[src/rtl/conv_sched_pkg.sv]
// Shared types and limits for the data_ram read scheduler.
package conv_sched_pkg;

  typedef enum logic [2:0] {
    ST_IDLE  = 3'd0,
    ST_LOAD  = 3'd1,
    ST_RUN   = 3'd2,
    ST_DRAIN = 3'd3,
    ST_DONE  = 3'd4
  } state_e;

  // Largest kernel and stride the config ports can express
  localparam int unsigned K_MAX = 15;
  localparam int unsigned S_MAX = 3;

  localparam int unsigned KW          = $clog2(K_MAX + 1);
  localparam int unsigned SW          = $clog2(S_MAX + 1);
  localparam int unsigned DIM_W       = 6;
  localparam int unsigned RAM_ADDR_DW = 5;
  localparam int unsigned IMG_IDX_W   = 9;
  // Loop-end compares and the zero-extended kx output use this width
  localparam int unsigned CMP_W       = 8;

endpackage

[src/rtl/wrap_cnt.sv]
// Up-counter that steps by 'step' when enabled and wraps to zero on 'last'.
module wrap_cnt #(
  parameter int unsigned W = 4
) (
  input  logic         clk,
  input  logic         rst_n,
  input  logic         clr,
  input  logic         en,
  input  logic         last,
  input  logic [W-1:0] step,
  output logic [W-1:0] cnt,
  output logic         carry_c
);

  // Carry into the next loop level when this level wraps
  assign carry_c = en & last;

  // Count register: clear on load, otherwise step or wrap on enable
  always_ff @(posedge clk or negedge rst_n) begin
    if (!rst_n) begin
      cnt <= '0;
    end else if (clr) begin
      cnt <= '0;
    end else if (en) begin
      cnt <= last ? '0 : W'(cnt + step);
    end
  end

endmodule

[src/rtl/data_ram_rd_sched.sv]
// Convolution-window read scheduler driving data_ram one kernel tap per cycle.
module data_ram_rd_sched
  import conv_sched_pkg::*;
#(
  parameter int unsigned ROWS    = 8,
  parameter int unsigned RAM_NUM = 32,
  parameter int unsigned ADDR_DW = RAM_ADDR_DW
) (
  input  logic                 clk,
  input  logic                 rst_n,
  input  logic                 start,
  input  logic [KW-1:0]        kernel_dim,
  input  logic [SW-1:0]        stride,
  input  logic [DIM_W-1:0]     in_dim,
  input  logic [IMG_IDX_W-1:0] image_base,
  input  logic                 ready,
  output logic [CMP_W-1:0]     addr_r_x,
  output logic [KW-1:0]        addr_r_y,
  output logic [ADDR_DW-1:0]   ram_select_r_x,
  output logic [ADDR_DW-1:0]   ram_select_r_y,
  output logic [IMG_IDX_W-1:0] image_index,
  output logic [KW-1:0]        kernel_dim_o,
  output logic [SW-1:0]        stride_o,
  output logic                 data_out_valid,
  output logic                 data_ready,
  output logic                 tap_first,
  output logic                 tap_last,
  output logic                 busy,
  output logic                 done,
  output logic                 err
);

  state_e state_q, state_d;

  logic [DIM_W-1:0]   in_dim_q;
  logic [KW-1:0]      kx, ky;
  logic [ADDR_DW-1:0] sel_x, sel_y;
  logic [ADDR_DW-1:0] step_x_c, step_y_c;
  logic               cfg_err_c, issue_c, cnt_clr_c;
  logic               kx_last_c, ky_last_c, row_last_c, grp_last_c;
  logic               kx_carry_c, ky_carry_c, row_carry_c, grp_carry_c;

  // Config legality, evaluated on the live inputs when start is accepted
  assign cfg_err_c = (kernel_dim == '0) | (stride == '0) | (in_dim == '0) |
                     (CMP_W'(in_dim) > CMP_W'(RAM_NUM)) |
                     (CMP_W'(kernel_dim) > CMP_W'(in_dim));

  assign issue_c        = (state_q == ST_RUN) & ready;
  assign data_out_valid = issue_c;

  assign step_x_c = ADDR_DW'(ROWS * stride_o);
  assign step_y_c = ADDR_DW'(stride_o);

  // Loop-end detection by look-ahead compare instead of dividing in_dim
  assign kx_last_c  = (kx == KW'(kernel_dim_o - KW'(1)));
  assign ky_last_c  = (ky == KW'(kernel_dim_o - KW'(1)));
  assign row_last_c = (CMP_W'(sel_y) + CMP_W'(stride_o) + CMP_W'(kernel_dim_o)) >
                      CMP_W'(in_dim_q);
  assign grp_last_c = (CMP_W'(sel_x) + CMP_W'(step_x_c) + CMP_W'(kernel_dim_o)) >
                      CMP_W'(in_dim_q);

  wrap_cnt #(.W(KW)) u_kx (
    .clk(clk), .rst_n(rst_n), .clr(cnt_clr_c), .en(issue_c), .last(kx_last_c),
    .step(KW'(1)), .cnt(kx), .carry_c(kx_carry_c)
  );

  wrap_cnt #(.W(KW)) u_ky (
    .clk(clk), .rst_n(rst_n), .clr(cnt_clr_c), .en(kx_carry_c), .last(ky_last_c),
    .step(KW'(1)), .cnt(ky), .carry_c(ky_carry_c)
  );

  wrap_cnt #(.W(ADDR_DW)) u_row (
    .clk(clk), .rst_n(rst_n), .clr(cnt_clr_c), .en(ky_carry_c), .last(row_last_c),
    .step(step_y_c), .cnt(sel_y), .carry_c(row_carry_c)
  );

  wrap_cnt #(.W(ADDR_DW)) u_grp (
    .clk(clk), .rst_n(rst_n), .clr(cnt_clr_c), .en(row_carry_c), .last(grp_last_c),
    .step(step_x_c), .cnt(sel_x), .carry_c(grp_carry_c)
  );

  assign addr_r_x       = CMP_W'(kx);
  assign addr_r_y       = ky;
  assign ram_select_r_x = sel_x;
  assign ram_select_r_y = sel_y;

  // State register
  always_ff @(posedge clk or negedge rst_n) begin
    if (!rst_n) begin
      state_q <= ST_IDLE;
    end else begin
      state_q <= state_d;
    end
  end

  // Next-state logic; LOAD clears the loop counters
  always_comb begin
    state_d   = state_q;
    cnt_clr_c = 1'b0;
    case (state_q)
      ST_IDLE:  if (start) state_d = ST_LOAD;
      ST_LOAD: begin
        cnt_clr_c = 1'b1;
        state_d   = err ? ST_IDLE : ST_RUN;
      end
      ST_RUN:   if (grp_carry_c) state_d = ST_DRAIN;
      ST_DRAIN: state_d = ST_DONE;
      ST_DONE:  state_d = ST_IDLE;
      default:  state_d = ST_IDLE;
    endcase
  end

  // Registered status, read-return flags and latched config
  always_ff @(posedge clk or negedge rst_n) begin
    if (!rst_n) begin
      err          <= 1'b0;
      busy         <= 1'b0;
      done         <= 1'b0;
      data_ready   <= 1'b0;
      tap_first    <= 1'b0;
      tap_last     <= 1'b0;
      image_index  <= '0;
      kernel_dim_o <= '0;
      stride_o     <= '0;
      in_dim_q     <= '0;
    end else begin
      err        <= (state_q == ST_IDLE) & start & cfg_err_c;
      busy       <= (state_d != ST_IDLE);
      done       <= (state_d == ST_DONE);
      data_ready <= issue_c;
      tap_first  <= issue_c & (kx == '0) & (ky == '0);
      tap_last   <= issue_c & kx_last_c & ky_last_c;
      if ((state_q == ST_IDLE) && start) begin
        image_index  <= image_base;
        kernel_dim_o <= kernel_dim;
        stride_o     <= stride;
        in_dim_q     <= in_dim;
      end
    end
  end

endmodule

[config.mk]
export PLATFORM = sky130hd
export DESIGN_NAME = data_ram_rd_sched
export DESIGN_NICKNAME = d
export VERILOG_FILES = /design/src/rtl/conv_sched_pkg.sv /design/src/rtl/wrap_cnt.sv /design/src/rtl/data_ram_rd_sched.sv
export SDC_FILE = /design/constraint.sdc
export NUM_CORES = 1
export LEC_CHECK = 0
export ABC_AREA = 1
export BUFFER_PORTS_ARGS = -buffer_cell sky130_fd_sc_hd__clkbuf_2
export CAP_MARGIN = 10
export CORE_MARGIN = 2
export CORE_UTILIZATION = 45
export CTS_CLUSTER_SIZE = 40
export DETAILED_ROUTE_END_ITERATION = 6
export GPL_TIMING_DRIVEN = 1
export PLACE_DENSITY = 0.69
export SKIP_CTS_REPAIR_TIMING = 1
export SYNTH_ARGS = -nofsm -noshare
export SYNTH_HDL_FRONTEND = slang
export SYNTH_HIERARCHICAL = 1
export SYNTH_SLANG_ARGS = --single-unit
[constraint.sdc]
create_clock -name clk -period 5.9 [get_ports clk]
set_clock_uncertainty 0.15 [all_clocks]
set_input_delay 1.18 -clock clk [delete_from_list [all_inputs] [get_ports clk]]
set_output_delay 1.18 -clock clk [all_outputs]
set_load 0.01 [all_outputs]
# After elaboration in Yosys (flattened, before gate mapping)
# Index checks and enable logic that the tools add are counted.
# op_classes
bitwise_logic	13
muxes	17
eq_ne	6
magnitude_cmp	4
reduce_logical	12
addsub	9
# op_table
cell	n
$mux W5	6
$mux W4	6
$add A6 B4 Y7	2
$gt A7 B6 Y1	2
$logic_not A4 Y1	3
$pmux W3 S4	1
$and A1 B1 Y1	9
$add A4 B1 Y4 const B	2
$eq A4 B4 Y1	2
$reduce_bool A2 Y1	4
$add A5 B2 Y6	1
$add A5 B5 Y6	1
$eq A3 B2 Y1 const B	2
$gt A4 B6 Y1	1
$gt A6 B6 Y1 const B	1
$logic_not A6 Y1	1
$mux W3	2
$add A5 B2 Y5	1
$add A5 B5 Y5	1
$or A1 B1 Y1	4
$sub A4 B1 Y4 const B	1
$eq A3 B1 Y1 const B	1
$eq A3 B3 Y1 const B	1
$logic_not A3 Y1	1
5 further kinds	5
# word_totals
in_bits	25
reg_bits	48

# Depth between registers and ports, before layout
# Gate-level depths: netlist (run 1).
# depth
depth_word	9
mapped_depth	20
mapped_depth_nobuf	20

# Modules after synthesis
# The synthesis (run 1) kept the hierarchy.
# modules_own_cells
mod	seq_area_each_um2	area_per_inst_um2	n_inst	cells_per_inst
data_ram_rd_sched	750.7	2260.9	1	271
wrap_cnt at u_grp ...	125.1	395.4	2	52
wrap_cnt at u_kx ...	100.1	302.8	2	37

# Worst setup path after synthesis (run 1)
# OpenSTA, ideal clock, no wires.
# synth_timing
path_kind	register to register
from	reg stride_o[1]
to	reg u_grp.cnt[0]
path_buffers	0
arrival_ns	3.022
path_slack_ns	2.607
required_time_ns	5.629
period_less_slack_ns	3.293
setup_time_ns	0.121
path_stages_with_launch	17
path_cell_list	dfrtp_1 inv_1 fa_1 inv_1 ha_1 fa_1 ha_1 nand2_1 o21ai_0 nand4_1 a21oi_1 nand2_1 inv_1 inv_2 nand2_2 inv_2 a22o_1
# synth_between
elab_cells_between_ends	11
# synth_rtl
element	line	text
start, declared	data_ram_rd_sched.sv:23	output logic [SW-1:0] stride_o,
start signal, assigned	data_ram_rd_sched.sv:136	stride_o <= stride;
$add A5 B2 Y6	data_ram_rd_sched.sv:57	assign row_last_c = (CMP_W'(sel_y) + CMP_W'(stride_o) + CMP_W'(kernel_dim_o)) >
$add A6 B4 Y7	data_ram_rd_sched.sv:57	
$gt A7 B6 Y1	data_ram_rd_sched.sv:57	
named net row_last_c	data_ram_rd_sched.sv:40	logic kx_last_c, ky_last_c, row_last_c, grp_last_c;
$and A1 B1 Y1	wrap_cnt.sv:16	assign carry_c = en & last;
named net row_carry_c	data_ram_rd_sched.sv:41	logic kx_carry_c, ky_carry_c, row_carry_c, grp_carry_c;
$reduce_bool A2 Y1 (no source line)	n/a	
end signal, assigned	wrap_cnt.sv:25	cnt <= last ? '0 : W'(cnt + step);
end, declared	wrap_cnt.sv:11	output logic [W-1:0] cnt,
# The timed path passes the listed nets, and every way through them passes these cells. The select of a mux whose other input is x is not followed.
# A chain may end at the register's enable or synchronous reset.

# Final worst setup path (run 1)
# layout_timing
from	reg stride_o[1]
to	reg busy
# layout_between
elab_chain_len	8
elab_cells_between_ends	11
# layout_lines
element	line	text
$add A5 B2 Y6	data_ram_rd_sched.sv:57	
$add A6 B4 Y7	data_ram_rd_sched.sv:57	
$gt A7 B6 Y1	data_ram_rd_sched.sv:57	
named net row_last_c	data_ram_rd_sched.sv:40	
$and A1 B1 Y1	wrap_cnt.sv:16	
named net row_carry_c	data_ram_rd_sched.sv:41	
$and A1 B1 Y1	wrap_cnt.sv:16	
named net grp_carry_c	data_ram_rd_sched.sv:41	
$mux W3	data_ram_rd_sched.sv:106	ST_RUN: if (grp_carry_c) state_d = ST_DRAIN;
$pmux W3 S4	data_ram_rd_sched.sv:100	case (state_q)
named net state_d[0]	data_ram_rd_sched.sv:33	state_e state_q, state_d;
$reduce_bool A3 Y1	data_ram_rd_sched.sv:128	busy <= (state_d != ST_IDLE);
end signal, assigned	data_ram_rd_sched.sv:128	
end, declared	data_ram_rd_sched.sv:28	output logic busy,
# The timed path passes the listed nets, and every way through them passes these cells.

==> results of run 1 <==
state kept, by name (all words and copies together), names as in the netlist:
| signal | flops |
|---|---|
| image_index | 9 |
| in_dim_q | 6 |
| u_grp/cnt | 5 |
| u_row/cnt | 5 |
| kernel_dim_o | 4 |
| u_kx/cnt | 4 |
| u_ky/cnt | 4 |
| state_q | 3 |
| stride_o | 2 |
| busy | 1 |
| data_ready | 1 |
| done | 1 |
| err | 1 |
| tap_first | 1 |
| tap_last | 1 |
worst reg2reg max path: stages (launching register included):
cell,delay (ns)
dfrtp_1,0.45
inv_1,0.10
fa_1,0.49
inv_1,0.04
ha_1,0.22
fa_1,0.44
ha_1,0.33
nand2_1,0.06
o21ai_0,0.14
nand4_1,0.10
a21oi_1,0.27
nand2_1,0.10
inv_1,0.09
nand2_1,0.06
inv_1,0.06
inv_1,0.03
o21ai_0,0.21
nor2_1,0.07
nand2_1,0.06
area by class of cell:
class / count / area share [%]
timing repair buffer: 66 / 7.86
sequential: 48 / 28.2
multi-input combinational: 325 / 50.5
clock inverter: 2 / 0.821
clock buffer: 6 / 1.70
tap: 102 / 2.99
inverter: 91 / 8.01
per-layer routing:
metal,wire length [um],vias to the layer above
met4,86,0
li1,-,1586
met2,4020,79
met3,318,8
met5,0,-
met1,3720,1489
stage by stage:
step / hold slack [ns] / setup WS (ns) / std cells
floorplan: 0.303 / 2.61 / 471
global placement: 0.318 / 2.48 / 632
detailed placement: 0.323 / 2.39 / 632
CTS: 0.345 / 2.37 / 640
global route: 0.382 / 2.05 / 640
finish: 0.341 / 2.37 / 640
worst paths after layout:
check,end,slack [ns],depth (start not counted)
hold reg to reg,in_dim_q[4],0.34,2
hold / removal,in_dim_q[4],0.34,2
setup / recovery,busy,2.37,18
max in group asynchronous,u_grp/cnt[1],4.35,2
setup reg to reg,busy,2.37,18
min in group asynchronous,image_index[0],0.81,2
kinds of logic (layout without fill, tap and decap cells):
group	after synthesis	in the layout	synth area share (%)
AO/OA/AOI/OAI	45	45	7.22
XOR/XNOR	9	9	2.16
adder cells (fa/ha/maj)	54	54	20.3
buffers and inverters	98	165	10.7
flip-flops	48	48	32.8
multiplexers	9	9	3.18
other	2	24	0.205
AND/OR/NAND/NOR	184	184	23.4
power by group through the flow:
stage / clock [uW] / combinational [uW] / sequential [uW]
floorplan: 0 / 707 / 556
global placement: 0 / 969 / 543
detailed placement: 0 / 1000 / 548
CTS: 245 / 1010 / 544
global route: 258 / 1150 / 562
finish: 237 / 1010 / 543
cell usage in the layout, fill, tap and decap left out, drive strengths merged, types with 3 or more instances in the layout:
cell and count:
a21oi 21, clkbuf 70, conb 24, dfrtp 48
fa 9, ha 45, inv 91, mux2 9
nand2 98, nand3 46, nand4 7, nor2 23
nor3 5, o21ai 17, xnor2 3, xor2 6
==> impl_metrics.tcl, run 1 <==
set metrics [dict create \
    status "finished clean" \
    routabilityCongestion 0.891 \
    synthFlopType "dfrtp_1" \
    vias 3162 \
    final_cell_area_um2 4270 \
    drtIter0Drc 139 \
    yosysTopAreaCell "dfrtp_1" \
    p_leak_uw 0.00245 \
    hpwl_um 6570 \
    hold_viol_final 0 \
    cts.root.buffer_cell "clkbuf_8" \
    die_w_um 94.2 \
    critPathSlowestCell "fa_1" \
    worstPathArrival_ns 3.62 \
    synth-edff-count 0 \
    cts_buffer_depth 2 \
    hold_class "flop to flop" \
    io_pins 69 \
    synth.avg_cell_area_um2 8.15 \
    finalCritPeriodShare_pct 59.8 \
    ys_seq_area_share_pct 32.8 \
    slew_headroom_pct 58.4 \
    power_frac_comb_pct 56.3 \
    worstSetupEndpointType "flop" \
    antenna_found_initial 0 \
    nets 616 \
    drcViolationCount 0 \
    synthTopCellsByCount "nand2_1 (96), inv_1 (81), dfrtp_1 (48), ha_1 (45), nand3_1 (45)" \
    yosys-top-cells-area "dfrtp_1 (33%), ha_1 (15%), nand2_1 (9.9%), inv_1 (8.3%), nand3_1 (6.2%)" \
    reg2reg_from "stride_o[1]" \
    crit_family "adder cells" \
    switching_share_pct 45.5 \
    cp_max_fo 7 \
    port-buffer-count 64 \
    initial_utilization_pct 46.8 \
    yosysWarnings 6 \
    drive_gt1_share_pct 19.9 \
    n_antenna_cell 0 \
    grt_max_degree 49 \
    async_reset_ff_share_pct 100 \
    netlist_instances 449 \
    clock_power_share_pct 13.3 \
    critPathLaunchType "flop" \
    ir_drop_mv 0.225 \
    clkLatencyLatePin_ns 0.30 \
    grt_pass1_vias 3167 \
    postRouteAntennaNets 0 \
    cts-buffers-inserted 5 \
    setup_violations 0 \
    num_rows 32 \
    clkSinkCount 48 \
    intPower_uw 974 \
    areaGrowthSynthToFinish_pct 16.6 \
    cts_max_level 2 \
    synth_cell_types 36 \
    busiest_layer "met2" \
    critPathKind "flop to flop" \
    path_clk_slew_ns 0.09 \
    critPathMaxStageDelay_ns 0.49 \
    fmax_ghz 0.284 \
    ff_latch_area_um2 1200 \
    overflow 0 \
    crit_top_cell "inv_1" \
    powerDensity_nw_per_um2 419 \
    yosysTopAreaCellShare_pct 32.8 \
    worstPathRequired_ns 5.99 \
    place_area_um2 4160 \
    multi_input_area_um2 2150 \
    critPathBufInv 5 \
    ys_ff_latch 48 \
    maxSlewViolCount 0 \
    cp_cell_sequence "inv_1 > fa_1 > inv_1 > ha_1 > fa_1 > ha_1 > nand2_1 > o21ai_0 > nand4_1 > a21oi_1 > nand2_1 > inv_1 > nand2_1 > inv_1 > inv_1 > o21ai_0 > nor2_1 > nand2_1" \
    gr-usage-met2_pct 35.3 \
    synth_area_um2 3660 \
    core_um2 7810 \
    cap_viol_max_count 0 \
    routed_via_density 4.94 \
    cts_tree "done" \
    tightestPinTransition_ns 0.625 \
    critPathLaunch "stride_o[1]" \
    period_minus_slack_ns 3.53 \
    grt_use_total_pct 20.1 \
    seq_power_share_pct 30.4 \
    wl_um 8140 \
    wl_per_cell_um 12.7 \
    power_uw 1790 \
    grt_pass1_wl_um 14300 \
    yosysMostFrequentCell "nand2_1" \
    firstDrtPassIters 4 \
    postLayoutCoreUtil_pct 54.6 \
    n_fill_cell 736 \
    tns_ns 0 \
    grtUsageMet3_pct 2.65 \
    grt_use_met1_pct 26.1 \
    hold_path_startpoint "in_dim_q[4]" \
    die_area_um2 8860 \
    rsz0062_at_grt "false" \
    p_switching_uw 812 \
    die_y_um 94.2 \
]
No activity file was read; power rests on OpenSTA's default activity.
==> inputs of run 2 (changes only) <==
--- a/config.mk
+++ b/config.mk
@@ -5,7 +5,7 @@
 export SDC_FILE = /design/constraint.sdc
 export NUM_CORES = 1
 export LEC_CHECK = 0
-export ABC_AREA = 1
+export ABC_AREA = 0
 export BUFFER_PORTS_ARGS = -buffer_cell sky130_fd_sc_hd__clkbuf_2
 export CAP_MARGIN = 10
 export CORE_MARGIN = 2
==> constraint.sdc (replaced) <==
create_clock -name clk -period 3.4 [get_ports clk]
set_clock_uncertainty 0.15 [all_clocks]
set_input_delay 0.68 -clock clk [delete_from_list [all_inputs] [get_ports clk]]
set_output_delay 0.68 -clock clk [all_outputs]
set_load 0.01 [all_outputs]
==> run 2 against run 1 <==
Against the previous run:
- the run now ends with negative setup slack left
- clock power rose by 120%
- sequential power up 80%
- die area down 0.49%
- global-route usage rose by 0.37 points
- area after synthesis fell by 0.51%
- design area up 8.8%
- count of clock-buffer cells in the layout is 1 lower
- routed wire length is 4.2% higher
- register-to-register slack got worse by 2.6 ns
- critical path type unchanged
- largest cell class unchanged
- largest power group unchanged
- highest routed layer unchanged
==> impl_metrics.tcl, run 2 <==
set metrics [dict create \
    hold_class "input pin to async pin" \
    yosysWarnings 6 \
    synth-edff-count 0 \
    critPathMaxStageDelay_ns 0.49 \
    synthFlopType "dfrtp_1" \
    yosysTopAreaCell "dfrtp_1" \
    die_area_um2 8820 \
    core_um2 7770 \
    hold_viol_final 0 \
    grt_use_total_pct 20.5 \
    drive_gt1_share_pct 30.0 \
    worstSetupEndpointType "flop" \
    synthTopCellsByCount "dfrtp_1 (48), ha_1 (45), inv_1 (33), nor2_1 (27), a21oi_1 (20)" \
    die_y_um 93.9 \
    clkLatencyLatePin_ns 0.31 \
    synth.avg_cell_area_um2 10.1 \
    drcViolationCount 0 \
    cts-buffers-inserted 5 \
    postLayoutCoreUtil_pct 59.8 \
    hpwl_um 6420 \
    clkSinkCount 48 \
    finalCritPeriodShare_pct 106 \
    worstPathRequired_ns 3.44 \
    setup_violations 8 \
    path_clk_slew_ns 0.10 \
    reg_top3 "image_index: 9 flops, in_dim_q: 6 flops" \
    grt_pass1_wl_um 14300 \
    die_w_um 93.9 \
    period_minus_slack_ns 3.62 \
    io_pins 69 \
    critPathSlowestCell "fa_1" \
    nets 565 \
    areaGrowthSynthToFinish_pct 27.6 \
    netlist_instances 360 \
    wl_um 8480 \
    grt_pass1_vias 3169 \
    slew_headroom_pct 34.1 \
    final_common_cell "clkbuf_2" \
    antenna_found_initial 0 \
    rsz0062_at_grt "true" \
    violations "negative setup slack" \
    num_rows 32 \
    overflow 0 \
    cts_tree "done" \
    maxSlewViolCount 0 \
    synth_area_um2 3640 \
    status "finished, violations left" \
    powerDensity_nw_per_um2 883 \
    yosysMostFrequentCell "dfrtp_1" \
    critPathKind "flop to flop" \
    cts.root.buffer_cell "clkbuf_8" \
    ys_seq_area_share_pct 33.0 \
    ir_drop_mv 0.400 \
    cts_max_level 2 \
    routabilityCongestion 0.820 \
    worstPathArrival_ns 3.66 \
    cp_cell_sequence "inv_2 > fa_1 > inv_1 > ha_2 > fa_2 > buf_4 > xor2_2 > ha_1 > a21o_1 > a21oi_2 > a21oi_2 > and2_4 > and2_4 > mux2i_1 > nor3_1 > or3_1" \
    p_leak_uw 0.00239 \
    tightestPinTransition_ns 0.985 \
    holdWs_ns 0.323 \
    yosysTopAreaCellShare_pct 33.0 \
    regMostFlops "image_index" \
    drtIter0Drc 126 \
    setup_slack_ns -0.219 \
    n_antenna_cell 0 \
    cap_viol_max_count 0 \
    initial_utilization_pct 46.8 \
    ys_ff_latch 48 \
    grt_max_degree 49 \
    routed_via_density 5.12 \
    cts_buffer_depth 2 \
    vias 3013 \
    fmax_ghz 0.276 \
    critPathLaunchType "flop" \
    postRouteAntennaNets 0 \
    yosys-top-cells-area "dfrtp_1 (33%), ha_1 (15%), fa_1 (5.0%), inv_1 (3.4%), mux2_1 (3.4%)" \
    largest_reg_flops 9 \
    firstDrtPassIters 4 \
    port-buffer-count 64 \
    mostFrequentLayoutCells "clkbuf_2 (64), dfrtp_1 (47), ha_1 (43)" \
    cp_max_fo 3 \
    async_reset_ff_share_pct 100 \
    synth_cell_types 49 \
    wl_per_cell_um 14.4 \
]
[run 2: changes by cell type in the layout (fill, tap and decap cells not counted), moves of 9 or more]
cell | before | now
buf_4 | 2 | 38
inv_1 | 81 | 32
mux2_1 | 0 | 11
nand2_1 | 96 | 12
nand2b_1 | 0 | 9
nand3_1 | 45 | 7
nand3b_1 | 0 | 11
o21ai_0 | 13 | 4
o21ai_1 | 0 | 11
[run 2: worst max-delay path, delay by kind of cell, from the launching register on]
family | cells | cell delay (ns)
AO/OA/AOI/OAI | 3 | 0.42
XOR/XNOR | 1 | 0.17
adder cells (fa/ha/maj) | 4 | 1.23
buffers and inverters | 3 | 0.25
flip-flops | 1 | 0.40
multiplexers | 1 | 0.12
AND/OR/NAND/NOR | 4 | 0.76
[run 2: power by group]
group	leakage, uW	switching [uW]	internal, uW	total [uW]
logic	0.00171	1330	1280	2610
clock network	0.0000687	216	296	512
registers	0.000606	206	774	980
[run 2: layout make-up]
type / count / area (um2)
clock buffers: 5 / 68.8
clock inverters: 3 / 68.8
fillers: 695 / 3130
flip-flops and latches: 48 / 1200
well taps: 102 / 128
multi-input cells: 294 / 2430
repair buffers: 103 / 621
inverters: 34 / 128
[run 2: cells by family after synthesis]
logic type	count (synthesis)	share of synthesized area, %
buffers and inverters	46	5.78
AOI/OAI and AO/OA	65	11.5
other	2	0.206
and+or+nand+nor	108	18.4
adders and majority gates	54	20.4
DFF	48	33.0
muxes	19	5.61
xor gates and xnor gates	18	5.09
[run 2: layer usage]
layer	global-route usage, %	wire length (um)	up-vias
met5	0	0	-
met3	3.37	270	9
met1	25.0	3740	1472
li1	-	-	1478
met2	37.0	4350	54
met4	5.92	117	0
[run 2: stage by stage]
step	total power [uW]	setup slack [ns]	cell area, um2	TNS [ns]	instances
after CTS	3890	-0.307	4550	-1.39	588
after global placement	3260	-0.126	4410	-0.183	580
after floorplan	2520	-0.314	3760	-1.25	388
after detailed placement	3360	-0.284	4410	-1.10	580
final	4100	-0.219	4640	-0.938	589
after global routing	4470	-0.403	4640	-2.71	589
[run 2: path summary, 6_finish.rpt]
path / startpoint / cells past startpoint / endpoint / slack [ns]
worst min register to register: image_index[1] / 1 / image_index[1] / 0.34
worst max register to register: kernel_dim_o[1] / 16 / busy / -0.22
worst min-delay path: rst_n / 2 / in_dim_q[3] / 0.32
min in group clk: image_index[1] / 1 / image_index[1] / 0.34
worst max-delay path: kernel_dim_o[1] / 16 / busy / -0.22
max in group asynchronous: rst_n / 2 / stride_o[1] / 2.32
==> inputs of run 3 (changes only) <==
--- a/config.mk
+++ b/config.mk
@@ -6,14 +6,14 @@
 export NUM_CORES = 1
 export LEC_CHECK = 0
 export ABC_AREA = 0
-export BUFFER_PORTS_ARGS = -buffer_cell sky130_fd_sc_hd__clkbuf_2
 export CAP_MARGIN = 10
 export CORE_MARGIN = 2
 export CORE_UTILIZATION = 45
 export CTS_CLUSTER_SIZE = 40
 export DETAILED_ROUTE_END_ITERATION = 6
+export DONT_BUFFER_PORTS = 1
 export GPL_TIMING_DRIVEN = 1
-export PLACE_DENSITY = 0.69
+export PLACE_DENSITY = 0.62
 export SKIP_CTS_REPAIR_TIMING = 1
 export SYNTH_ARGS = -nofsm -noshare
 export SYNTH_HDL_FRONTEND = slang
==> constraint.sdc (replaced) <==
create_clock -name clk -period 3.4 [get_ports clk]
set_clock_uncertainty 0.15 [all_clocks]
set_input_delay 0.68 -clock clk [delete_from_list [all_inputs] [get_ports clk]]
set_output_delay 0.68 -clock clk [all_outputs]
set_load 0.1 [all_outputs]
==> run 3 against run 2 <==
Against the previous run:
- the run still ends with negative setup slack left
- cell count fell by 8.5%
- design area fell by 2.6%
- routed wire length rose by 0.12%
- via count fell by 7.0%
- register-to-register slack improved by 0.03 ns
- count of clock-buffer cells in the layout did not move
- critical path type unchanged
- largest cell class unchanged
==> impl_metrics.tcl, run 3 (synthesis results as in run 2) <==
set metrics [dict create \
    place_area_um2 4200 \
    slew_headroom_pct 39.3 \
    setup_violations 9 \
    rsz0062_at_grt "true" \
    wl_um 8490 \
    num_rows 32 \
    drtIter0Drc 108 \
    fmax_ghz 0.279 \
    final_cell_area_um2 4520 \
    regMostFlops "image_index" \
    io_pins 69 \
    tightestPinTransition_ns 0.911 \
    wl_met1_um 3780 \
    postRouteAntennaNets 0 \
    clkLatencyLatePin_ns 0.31 \
    dr_wl_met3_um 444 \
    critPathKind "flop to flop" \
    overflow 0 \
    worstSetupEndpointType "flop" \
    reg_top3 "image_index: 9 flops, in_dim_q: 6 flops" \
    critPathLaunchType "flop" \
    nets 515 \
    period_minus_slack_ns 3.59 \
    grt_pass1_wl_um 14200 \
    cts_buffer_depth 2 \
    worstPathRequired_ns 3.45 \
    grt_use_total_pct 20.4 \
    die_w_um 93.9 \
    cp_max_fo 2 \
    clkSinkCount 48 \
    hold_viol_final 0 \
    port-buffer-count 0 \
    maxSlewViolCount 0 \
    hpwl_um 6520 \
    finalCritPeriodShare_pct 105 \
    cap_viol_max_count 0 \
    setup_slack_ns -0.187 \
    largest_reg_flops 9 \
    worstPathArrival_ns 3.64 \
    grt_pass1_vias 2930 \
    path_clk_slew_ns 0.10 \
    cts-buffers-inserted 5 \
    firstDrtPassIters 4 \
    n_antenna_cell 0 \
    final_common_cell "buf_4" \
    core_um2 7770 \
    cts.root.buffer_cell "clkbuf_8" \
    met2WireLength_um 4170 \
    antenna_found_initial 0 \
    die_area_um2 8820 \
    routed_via_density 5.20 \
    status "finished, violations left" \
    mostFrequentLayoutCells "buf_4 (48), ha_1 (40), dfrtp_1 (35)" \
    hold_class "input pin to async pin" \
    cts_max_level 2 \
    initial_utilization_pct 46.8 \
    die_y_um 93.9 \
    grt_max_degree 49 \
    vias 2802 \
    drcViolationCount 0 \
    drive_gt1_share_pct 27.0 \
    violations "negative setup slack" \
    cts_tree "done" \
    maxUsedRoutingLayer "met4" \
    routabilityCongestion 0.857 \
    wl_per_cell_um 15.7 \
    areaGrowthSynthToFinish_pct 24.3 \
]
-- run 3: changes by cell type in the layout (fill, tap and decap cells not counted), moves of 6 or more --
cell      change
buf_4        +10
clkbuf_2     -64
dfrtp_1      -12
dfrtp_2       +6
dfrtp_4       +6
-- run 3: cell type report --
type	count	area, um2
flip-flops and latches	48	1230
well taps	102	128
clock buffers	5	68.8
repair buffers	53	442
multi-input cells	294	2480
inverters	34	128
clock inverters	3	46.3
fillers	669	3250
-- run 3: per-layer routing --
metal / vias up / track usage, %
met2: 52 / 34.2
met1: 1368 / 26.8
met4: 0 / 4.71
li1: 1374 / -
met5: - / 0
met3: 8 / 4.82
-- run 3: worst max-delay path, stage by stage (launching register included) --
cell      delay (ns)
dfrtp_4         0.49
buf_6           0.13
ha_4            0.26
ha_4            0.12
inv_2           0.03
fa_2            0.36
o21bai_1        0.17
a21oi_2         0.07
xnor2_1         0.13
ha_1            0.34
buf_6           0.13
a211oi_2        0.20
o21ai_2         0.11
and2_4          0.19
mux2i_4         0.14
nor3_2          0.07
or3_1           0.36
-- run 3: through the flow --
stage / TNS, ns / hold slack [ns] / setup slack, ns / utilization (%) / instances
global placement: -0.445 / 0.236 / -0.178 / 54.1 / 527
global route: -2.03 / 0.0615 / -0.308 / 58.2 / 539
finish: -0.811 / 0.0540 / -0.187 / 58.2 / 539
CTS: -1.29 / -0.109 / -0.325 / 55.6 / 535
floorplan: -2.96 / 0.234 / -0.497 / - / 388
detailed placement: -1.01 / 0.236 / -0.288 / 54.1 / 527
-- run 3: path summary, 6_finish.rpt --
check	startpoint	end	slack (ns)	depth (start not counted)
min in group clk	in_dim[3]	in_dim_q[3]	0.33	2
worst max-delay path	kernel_dim_o[1]	busy	-0.19	16
worst max register to register	kernel_dim_o[1]	busy	-0.19	16
worst min-delay path	rst_n	u_grp/cnt[1]	0.05	1
worst min register to register	in_dim_q[1]	in_dim_q[1]	0.42	2
max in group asynchronous	rst_n	u_row/cnt[2]	2.80	1
Power of run 3 is not shown: default switching activity piles up to over one toggle a cycle in this logic, so the estimate is an artifact.
